$ cat config.mk
export PLATFORM = sky130hd
export DESIGN_NAME = hilo_unit_flat
export DESIGN_NICKNAME = d
export VERILOG_FILES = /design/src/rtl/hilo_unit_if.sv /design/src/rtl/hilo_unit.sv /design/src/flat_wrapper.sv
export SDC_FILE = /design/constraint.sdc
export NUM_CORES = 1
export LEC_CHECK = 0
export CAP_MARGIN = 20
export CORE_MARGIN = 4
export CORE_UTILIZATION = 47
export DETAILED_ROUTE_END_ITERATION = 6
export PLACE_DENSITY = 0.75
export SLEW_MARGIN = 0
export SYNTH_ARGS = -nofsm -noshare
export SYNTH_HDL_FRONTEND = slang
export SYNTH_SLANG_ARGS = --single-unit
$ cat constraint.sdc
create_clock -name clk -period 7.33 [get_ports clk]
set_input_delay 1.0995 -clock clk [delete_from_list [all_inputs] [get_ports clk]]
set_output_delay 1.0995 -clock clk [all_outputs]
set_load 0.05 [all_outputs]
$ cat src/rtl/hilo_unit_if.sv
// hilo_unit pipeline-side and multiplier-side signal bundle.
// slave = hilo_unit, master = pipeline + multiplier side.
interface hilo_unit_if;
  logic        op_valid;
  logic [2:0]  op;
  logic [31:0] op_a;
  logic [31:0] op_b;
  logic        op_ready;
  logic        flush;
  logic        busy;
  logic [31:0] hi;
  logic [31:0] lo;
  logic        mul_valid;
  logic [31:0] mul_a;
  logic [31:0] mul_b;
  logic        mul_done;
  logic [63:0] mul_c;

  modport slave (
    input  op_valid, op, op_a, op_b,
    input  flush, mul_done, mul_c,
    output op_ready, busy, hi, lo,
    output mul_valid, mul_a, mul_b
  );

  modport master (
    output op_valid, op, op_a, op_b,
    output flush, mul_done, mul_c,
    input  op_ready, busy, hi, lo,
    input  mul_valid, mul_a, mul_b
  );
endinterface

$ cat src/rtl/hilo_unit.sv
// HI/LO register file and multiply/accumulate sequencer.
// Feeds an unsigned multiplier with magnitudes, fixes sign on capture.
module hilo_unit (
  input  logic  clk,
  input  logic  resetn,
  hilo_unit_if.slave bus
);
  typedef enum logic [1:0] {
    IDLE,
    LAUNCH,
    WAIT,
    CAPTURE
  } state_t;

  localparam logic [2:0] OP_NOP   = 3'd0;
  localparam logic [2:0] OP_MULT  = 3'd1;
  localparam logic [2:0] OP_MULTU = 3'd2;
  localparam logic [2:0] OP_MADD  = 3'd3;
  localparam logic [2:0] OP_MADDU = 3'd4;
  localparam logic [2:0] OP_MSUB  = 3'd5;
  localparam logic [2:0] OP_MTHI  = 3'd6;
  localparam logic [2:0] OP_MTLO  = 3'd7;

  state_t      state;
  state_t      state_nxt;
  logic [2:0]  op_q;
  logic        sa_q;
  logic        sb_q;
  logic        kill_q;
  logic [31:0] hi_q;
  logic [31:0] lo_q;
  logic [31:0] mula_q;
  logic [31:0] mulb_q;

  logic        idle;
  logic        accept;
  logic        is_mul;
  logic        is_sgn;
  logic [31:0] abs_a;
  logic [31:0] abs_b;
  logic [63:0] prod;
  logic [63:0] acc;
  logic [63:0] res;
  logic        wr;

  assign idle   = (state == IDLE);
  assign accept = bus.op_valid && idle
                  && !bus.flush;
  assign is_mul = (bus.op != OP_NOP)
                  && (bus.op < OP_MTHI);
  assign is_sgn = (bus.op == OP_MULT)
                  || (bus.op == OP_MADD)
                  || (bus.op == OP_MSUB);

  // 0x80000000 maps to itself, which is its
  // correct magnitude read as unsigned.
  assign abs_a = bus.op_a[31] ? 32'd0 - bus.op_a
                              : bus.op_a;
  assign abs_b = bus.op_b[31] ? 32'd0 - bus.op_b
                              : bus.op_b;

  assign bus.op_ready  = idle;
  assign bus.busy      = !idle;
  assign bus.mul_valid = (state == LAUNCH);
  assign bus.mul_a     = mula_q;
  assign bus.mul_b     = mulb_q;
  assign bus.hi        = hi_q;
  assign bus.lo        = lo_q;

  // State register.
  always_ff @(posedge clk) begin
    if (!resetn) begin
      state <= IDLE;
    end else begin
      state <= state_nxt;
    end
  end

  // Next state: always drain through CAPTURE.
  always_comb begin
    state_nxt = state;
    unique case (state)
      IDLE: begin
        if (accept && is_mul) begin
          state_nxt = LAUNCH;
        end
      end
      LAUNCH: begin
        state_nxt = WAIT;
      end
      WAIT: begin
        if (bus.mul_done) begin
          state_nxt = CAPTURE;
        end
      end
      CAPTURE: begin
        state_nxt = IDLE;
      end
      default: begin
        state_nxt = IDLE;
      end
    endcase
  end

  // Sign fix-up and accumulate on the product.
  always_comb begin
    prod = bus.mul_c;
    if (sa_q ^ sb_q) begin
      prod = 64'd0 - bus.mul_c;
    end
    acc = {hi_q, lo_q};
    res = prod;
    unique case (1'b1)
      (op_q == OP_MADD),
      (op_q == OP_MADDU): res = acc + prod;
      (op_q == OP_MSUB):  res = acc - prod;
      default:            res = prod;
    endcase
    // A flush landing on CAPTURE still discards.
    wr = (state == CAPTURE)
         && !kill_q && !bus.flush;
  end

  // Latch op, sign flags and operands; track kill.
  always_ff @(posedge clk) begin
    if (!resetn) begin
      op_q   <= OP_NOP;
      sa_q   <= 1'b0;
      sb_q   <= 1'b0;
      kill_q <= 1'b0;
      mula_q <= 32'd0;
      mulb_q <= 32'd0;
    end else if (accept && is_mul) begin
      op_q   <= bus.op;
      sa_q   <= is_sgn && bus.op_a[31];
      sb_q   <= is_sgn && bus.op_b[31];
      kill_q <= 1'b0;
      mula_q <= is_sgn ? abs_a : bus.op_a;
      mulb_q <= is_sgn ? abs_b : bus.op_b;
    end else if (!idle && bus.flush) begin
      kill_q <= 1'b1;
    end
  end

  // Architectural HI/LO.
  always_ff @(posedge clk) begin
    if (!resetn) begin
      hi_q <= 32'd0;
      lo_q <= 32'd0;
    end else if (wr) begin
      hi_q <= res[63:32];
      lo_q <= res[31:0];
    end else if (accept) begin
      if (bus.op == OP_MTHI) begin
        hi_q <= bus.op_a;
      end
      if (bus.op == OP_MTLO) begin
        lo_q <= bus.op_a;
      end
    end
  end
endmodule

$ cat src/flat_wrapper.sv
// flat-port wrapper written by rule: the top's interface ports become plain ports
module hilo_unit_flat 
  (clk, resetn, bus_op_valid, bus_op, bus_op_a, bus_op_b, bus_flush, bus_mul_done, bus_mul_c, bus_op_ready, bus_busy, bus_hi, bus_lo, bus_mul_valid, bus_mul_a, bus_mul_b);
  hilo_unit_if bus_i ();
  input  logic clk;
  input  logic resetn;
  input wire logic [$bits(bus_i.op_valid)-1:0] bus_op_valid;
  input wire logic [$bits(bus_i.op)-1:0] bus_op;
  input wire logic [$bits(bus_i.op_a)-1:0] bus_op_a;
  input wire logic [$bits(bus_i.op_b)-1:0] bus_op_b;
  input wire logic [$bits(bus_i.flush)-1:0] bus_flush;
  input wire logic [$bits(bus_i.mul_done)-1:0] bus_mul_done;
  input wire logic [$bits(bus_i.mul_c)-1:0] bus_mul_c;
  output wire logic [$bits(bus_i.op_ready)-1:0] bus_op_ready;
  output wire logic [$bits(bus_i.busy)-1:0] bus_busy;
  output wire logic [$bits(bus_i.hi)-1:0] bus_hi;
  output wire logic [$bits(bus_i.lo)-1:0] bus_lo;
  output wire logic [$bits(bus_i.mul_valid)-1:0] bus_mul_valid;
  output wire logic [$bits(bus_i.mul_a)-1:0] bus_mul_a;
  output wire logic [$bits(bus_i.mul_b)-1:0] bus_mul_b;
  assign bus_i.op_valid = bus_op_valid;
  assign bus_i.op = bus_op;
  assign bus_i.op_a = bus_op_a;
  assign bus_i.op_b = bus_op_b;
  assign bus_i.flush = bus_flush;
  assign bus_i.mul_done = bus_mul_done;
  assign bus_i.mul_c = bus_mul_c;
  assign bus_op_ready = bus_i.op_ready;
  assign bus_busy = bus_i.busy;
  assign bus_hi = bus_i.hi;
  assign bus_lo = bus_i.lo;
  assign bus_mul_valid = bus_i.mul_valid;
  assign bus_mul_a = bus_i.mul_a;
  assign bus_mul_b = bus_i.mul_b;
  hilo_unit u_core (.clk(clk), .resetn(resetn), .bus(bus_i));
endmodule
==> summary.md <==
| Metric | Value |
|---|---|
| Vias per Instance | a little over 6 |
| Die area | around 35,000 um^2 |
| Internal | about 2.0 mW |
| Number of flops mapped to enable cells by yosys | 0 |
| Worst Path Arrival | about 7.4 ns |
| Drt first pass iters | 6 |
| GRT Overall Usage | 0.335 |
| Required @ worst endpoint | 7.68 ns |
| Critical path launch point type | primary input |
| Post-synthesis async set-or-reset flop share | 0 |
| Critical path type | primary input to register |
| Number of global-route vias before repair | 15,816 |
| Total grt overflow | 0 |
| Reg2reg start | u_core.sa_q |
| Post-Synthesis Cells | ~2,000 |
| Sequential share of power | 0.251 |
| Syn Area/Cell | between 7 and 8 um^2 |
| Post-place setup slack | -0.478 ns |
| Logic pwr share | 0.468 |
| First-pass GRT wire length | about 94,000 um |
| Final period util | 0.961 |
| CTS Buf Count | 17 |
| Cell taking the most area after synthesis | dfxtp_1 |
| Status | finished, final reports clean |
| Hold Buf Count CTS | 0 |
| Clock skew | between 0.01 and 0.015 ns |
| Max-slew headroom | 0.288 |
| Peak supply drop | between 0.1 and 0.15 mV |
| Filler cells | approximately 2,800 |
| Leakage | ~9 nW |
| Port bufs | about 270 |
| Die Span Y | 187 um |
| Initial core utilization | 0.477 |
| GPL Wtd Cong | ~0.98 |
| Register area share after synthesis | 0.181 |
| Post-layout minimum cycle time | between 7 and 8 ns |
| Largest net degree at the start of global routing | 82 |
| Psw | 1.43 mW |
| Clock share of power | 0.281 |
| CP endpoint kind | register |
| Drt wl/cell | roughly 22 um |
| CTS Buffer Depth | 2 |
| Worst hold stages | 2 |
| Root Buffer | clkbuf_16 |
| Unique masters post-synth | between 90 and 100 |
| H-tree depth | 4 |
| Yosys reg bits | 136 |
| Post-route DRC | 0 |
| Net count, final | about 2,600 |
| TritonCTS clock tree | yes |
| Achievable Freq | approximately 140 MHz |
| Initial antenna violation count | 2 |
| Hold Vio Cnt, Final | 0 |
| Worst-Skew Late Latency | roughly 0.44 ns |
| Dominant synthesized flop cell | dfxtp_1 |
| Share of layout cells above drive strength 1 | 0.154 |
| Core Area | about 32,000 um^2 |
| Sw Ratio | 0.415 |
| Finish-stage setup viols | 0 |
| Largest cells by area after synthesis | dfxtp_1, xor2_1, xnor2_1, nand2_1, ha_1 |
| Hold Crit Class | register to register |
| Worst reg-to-reg path cell count | 23 |
| DIE WIDTH | approximately 190 um |
| RR Endpoint | u_core.bus.hi[26] |
| IO Count | roughly 270 |
| # rows | between 60 and 70 |
| Max cap viols | 0 |
| Reg2Reg Setup Slack | approximately 0.67 ns |
| Syn Nets | roughly 2,200 |
| Area of the multi-input gates | 11,800 um^2 |
| Worst slew pin tran | between 1 and 1.5 ns |
| Hold path start | u_core.bus.mul_b[31] |
| Syn. warnings | 0 |
| CTS Sinks | between 100 and 150 |
| Drt total wl | 62,400 um |
| Cell Pwr Density | ~170 nW/um^2 |
| Min setup slack post-route | 0.288 ns |
| Layout Area Growth over Synthesis | 35.3% |
| Via count | between 15,000 and 20,000 |
| CP max FO | 4 |
| Mapped Area | about 15,000 um^2 |
| Reg clk slew, reported paths | about 0.060 ns |
| DRT iter0 DRCs | 1,752 |
| Synth top area share | 0.181 |
| Hold_ws | about 0.46 ns |
| FF/Latch Area | 2720 um^2 |
| Pins Over Slew Limit | 0 |
| Hold EP | u_core.bus.mul_b[31] |
| Dpl hpwl | 49,400 um |
| Antenna Nets Post-Route | 0 |
==> worst max path at each step <==
stage	start	endpoint	slack [ns]	cells after the start
3_3_place_gp	bus_mul_c[6]	u_core.bus.hi[26]	-0.30	22
6_report	bus_mul_c[0]	u_core.bus.hi[26]	0.29	27
2_1_floorplan	bus_mul_c[0]	u_core.bus.hi[25]	0.42	28
5_1_grt	bus_mul_c[0]	u_core.bus.hi[27]	-0.001	28
3_5_place_dp	bus_mul_c[6]	u_core.bus.hi[27]	-0.48	23
4_1_cts	bus_mul_c[0]	u_core.bus.hi[26]	0.10	24
==> power by group through the flow <==
stage | combinational, mW | sequential, mW | clock [mW]
floorplan | 0.743 | 1.08 | 0
global placement | 1.56 | 0.877 | 0
detailed placement | 1.58 | 0.881 | 0
CTS | 1.58 | 0.865 | 0.981
global route | 1.71 | 0.873 | 1.00
finish | 1.62 | 0.867 | 0.971
==> worst max-delay path: stages <==
cell and delay, ns:
clkdlybuf4s50_1 0.48, inv_1 0.11, ha_1 0.24, nor3b_2 0.19, buf_4 0.15, a32o_1 0.26
nor4_4 0.32, nand4_1 0.18, nand4bb_1 0.23, or4bb_1 0.56, buf_4 0.19, nor2_1 0.15
buf_4 0.16, nand2_1 0.07, buf_4 0.14, nor3_1 0.31, nor2_1 0.09, xor2_1 0.28
ha_1 0.31, a21o_1 0.23, a2111oi_0 0.69, buf_4 0.22, o2111a_1 0.23, nor3_2 0.10
mux2i_1 0.18, nor2_1 0.06, nor3_1 0.17
==> through the flow <==
step            TNS, ns  instance area (um^2)  utilization  power, mW  instances
6_report              0                 20400        0.646       3.45       2839
3_3_place_gp      -1.30                 19600        0.622       2.44       2801
4_1_cts               0                 20300        0.643       3.43       2835
5_1_grt        -0.00124                 20400        0.646       3.59       2838
2_1_floorplan         0                 15100            -       1.82       2016
3_5_place_dp      -2.47                 19600        0.622       2.46       2801
==> registers in the layout, summed over array words and instances (netlist names) <==
| name | cells |
|---|---|
| u_core.bus.hi | 32 |
| u_core.bus.lo | 32 |
| u_core.bus.mul_a | 32 |
| u_core.bus.mul_b | 32 |
| u_core.op_q | 3 |
| u_core.state | 2 |
| u_core.kill_q | 1 |
| u_core.sa_q | 1 |
| u_core.sb_q | 1 |
==> repair_timing <==
action | CTS | global route
gates cloned | 0 | 1
gates resized for setup | 1 | 10
endpoints found under the setup margin | 2 | 9
endpoints found under the hold margin | 0 | 0
pin swaps | 1 | 3
buffers inserted | 2 | 1
==> area by class of cell <==
| type | count | share of cell area |
|---|---|---|
| multi-input cells | 1705 | 0.578 |
| repair buffers | 523 | 0.225 |
| flip-flops and latches | 136 | 0.134 |
| well taps | 402 | 0.0247 |
| clock buffers | 17 | 0.0209 |
| clock inverters | 15 | 0.0105 |
| inverters | 39 | 0.00718 |
| diodes | 2 | 0.000246 |
==> metal layers <==
| layer | GRT usage | vias up | part of all wire | wire length (um) |
|---|---|---|---|---|
| met5 | 0 | - | 0 | 0 |
| li1 | - | 8254 | - | - |
| met2 | 0.515 | 921 | 0.43 | 27100 |
| met4 | 0.104 | 0 | 0.028 | 1770 |
| met3 | 0.0698 | 88 | 0.10 | 6260 |
| met1 | 0.471 | 8223 | 0.44 | 27300 |
==> cells in the final DEF (no fill, tap or decap), types with 8 or more instances in the layout <==
cell type,Yosys,routed
dfxtp_1,136,136
and2_1,9,8
a41oi_1,17,17
nor2b_1,14,14
or3_1,24,24
a31oi_1,39,39
clkdlybuf4s50_1,0,265
nor4_1,19,19
nor2_1,155,154
nand2_1,248,247
ha_1,70,70
a21boi_0,14,14
o21a_1,12,12
nor3_1,55,53
o31ai_1,36,36
o21ai_0,103,103
a21oi_1,143,143
mux2i_1,55,55
or4_1,12,12
o211ai_1,36,36
clkbuf_16,0,17
a21o_1,37,37
inv_1,39,39
nand4_1,28,28
o211a_1,67,67
nand3_1,50,50
buf_4,2,258
nand2b_1,13,13
xnor2_1,108,107
mux2_2,17,17
and3_1,40,40
a211oi_1,11,10
xor2_1,118,117
o21bai_1,16,16
==> cell usage after synthesis (all sizes together), types with 4 or more instances <==
library cell,n
nor3,59
o41ai,13
o31ai,36
and4,6
o211a,67
nor2,156
xnor2,111
a21boi,14
clkbuf,104
or3,25
nand4,32
xor2,120
inv,39
mux2,17
or2,8
o221ai,5
o21ai,104
nand2,248
a41oi,17
o21bai,16
nor2b,14
nand2b,13
buf,33
dfxtp,136
nand3,52
a22oi,4
and3,41
o32a,4
and2,12
o211ai,36
a21oi,144
ha,70
nor3b,8
or4,14
a21o,37
a211oi,11
nor4,28
a31oi,39
mux2i,55
nor4b,5
o311a,5
a221oi,4
o21a,12
==> cell families after synthesis <==
family,Yosys count,synth area share
XOR/XNOR,231,0.137
adder cells (fa/ha/maj),71,0.0595
flip-flops,136,0.181
AO/OA/AOI/OAI,599,0.278
buffers and inverters,176,0.0474
AND/OR/NAND/NOR,731,0.249
multiplexers,72,0.0493
Note: power is estimated with default switching activity, not from simulation.
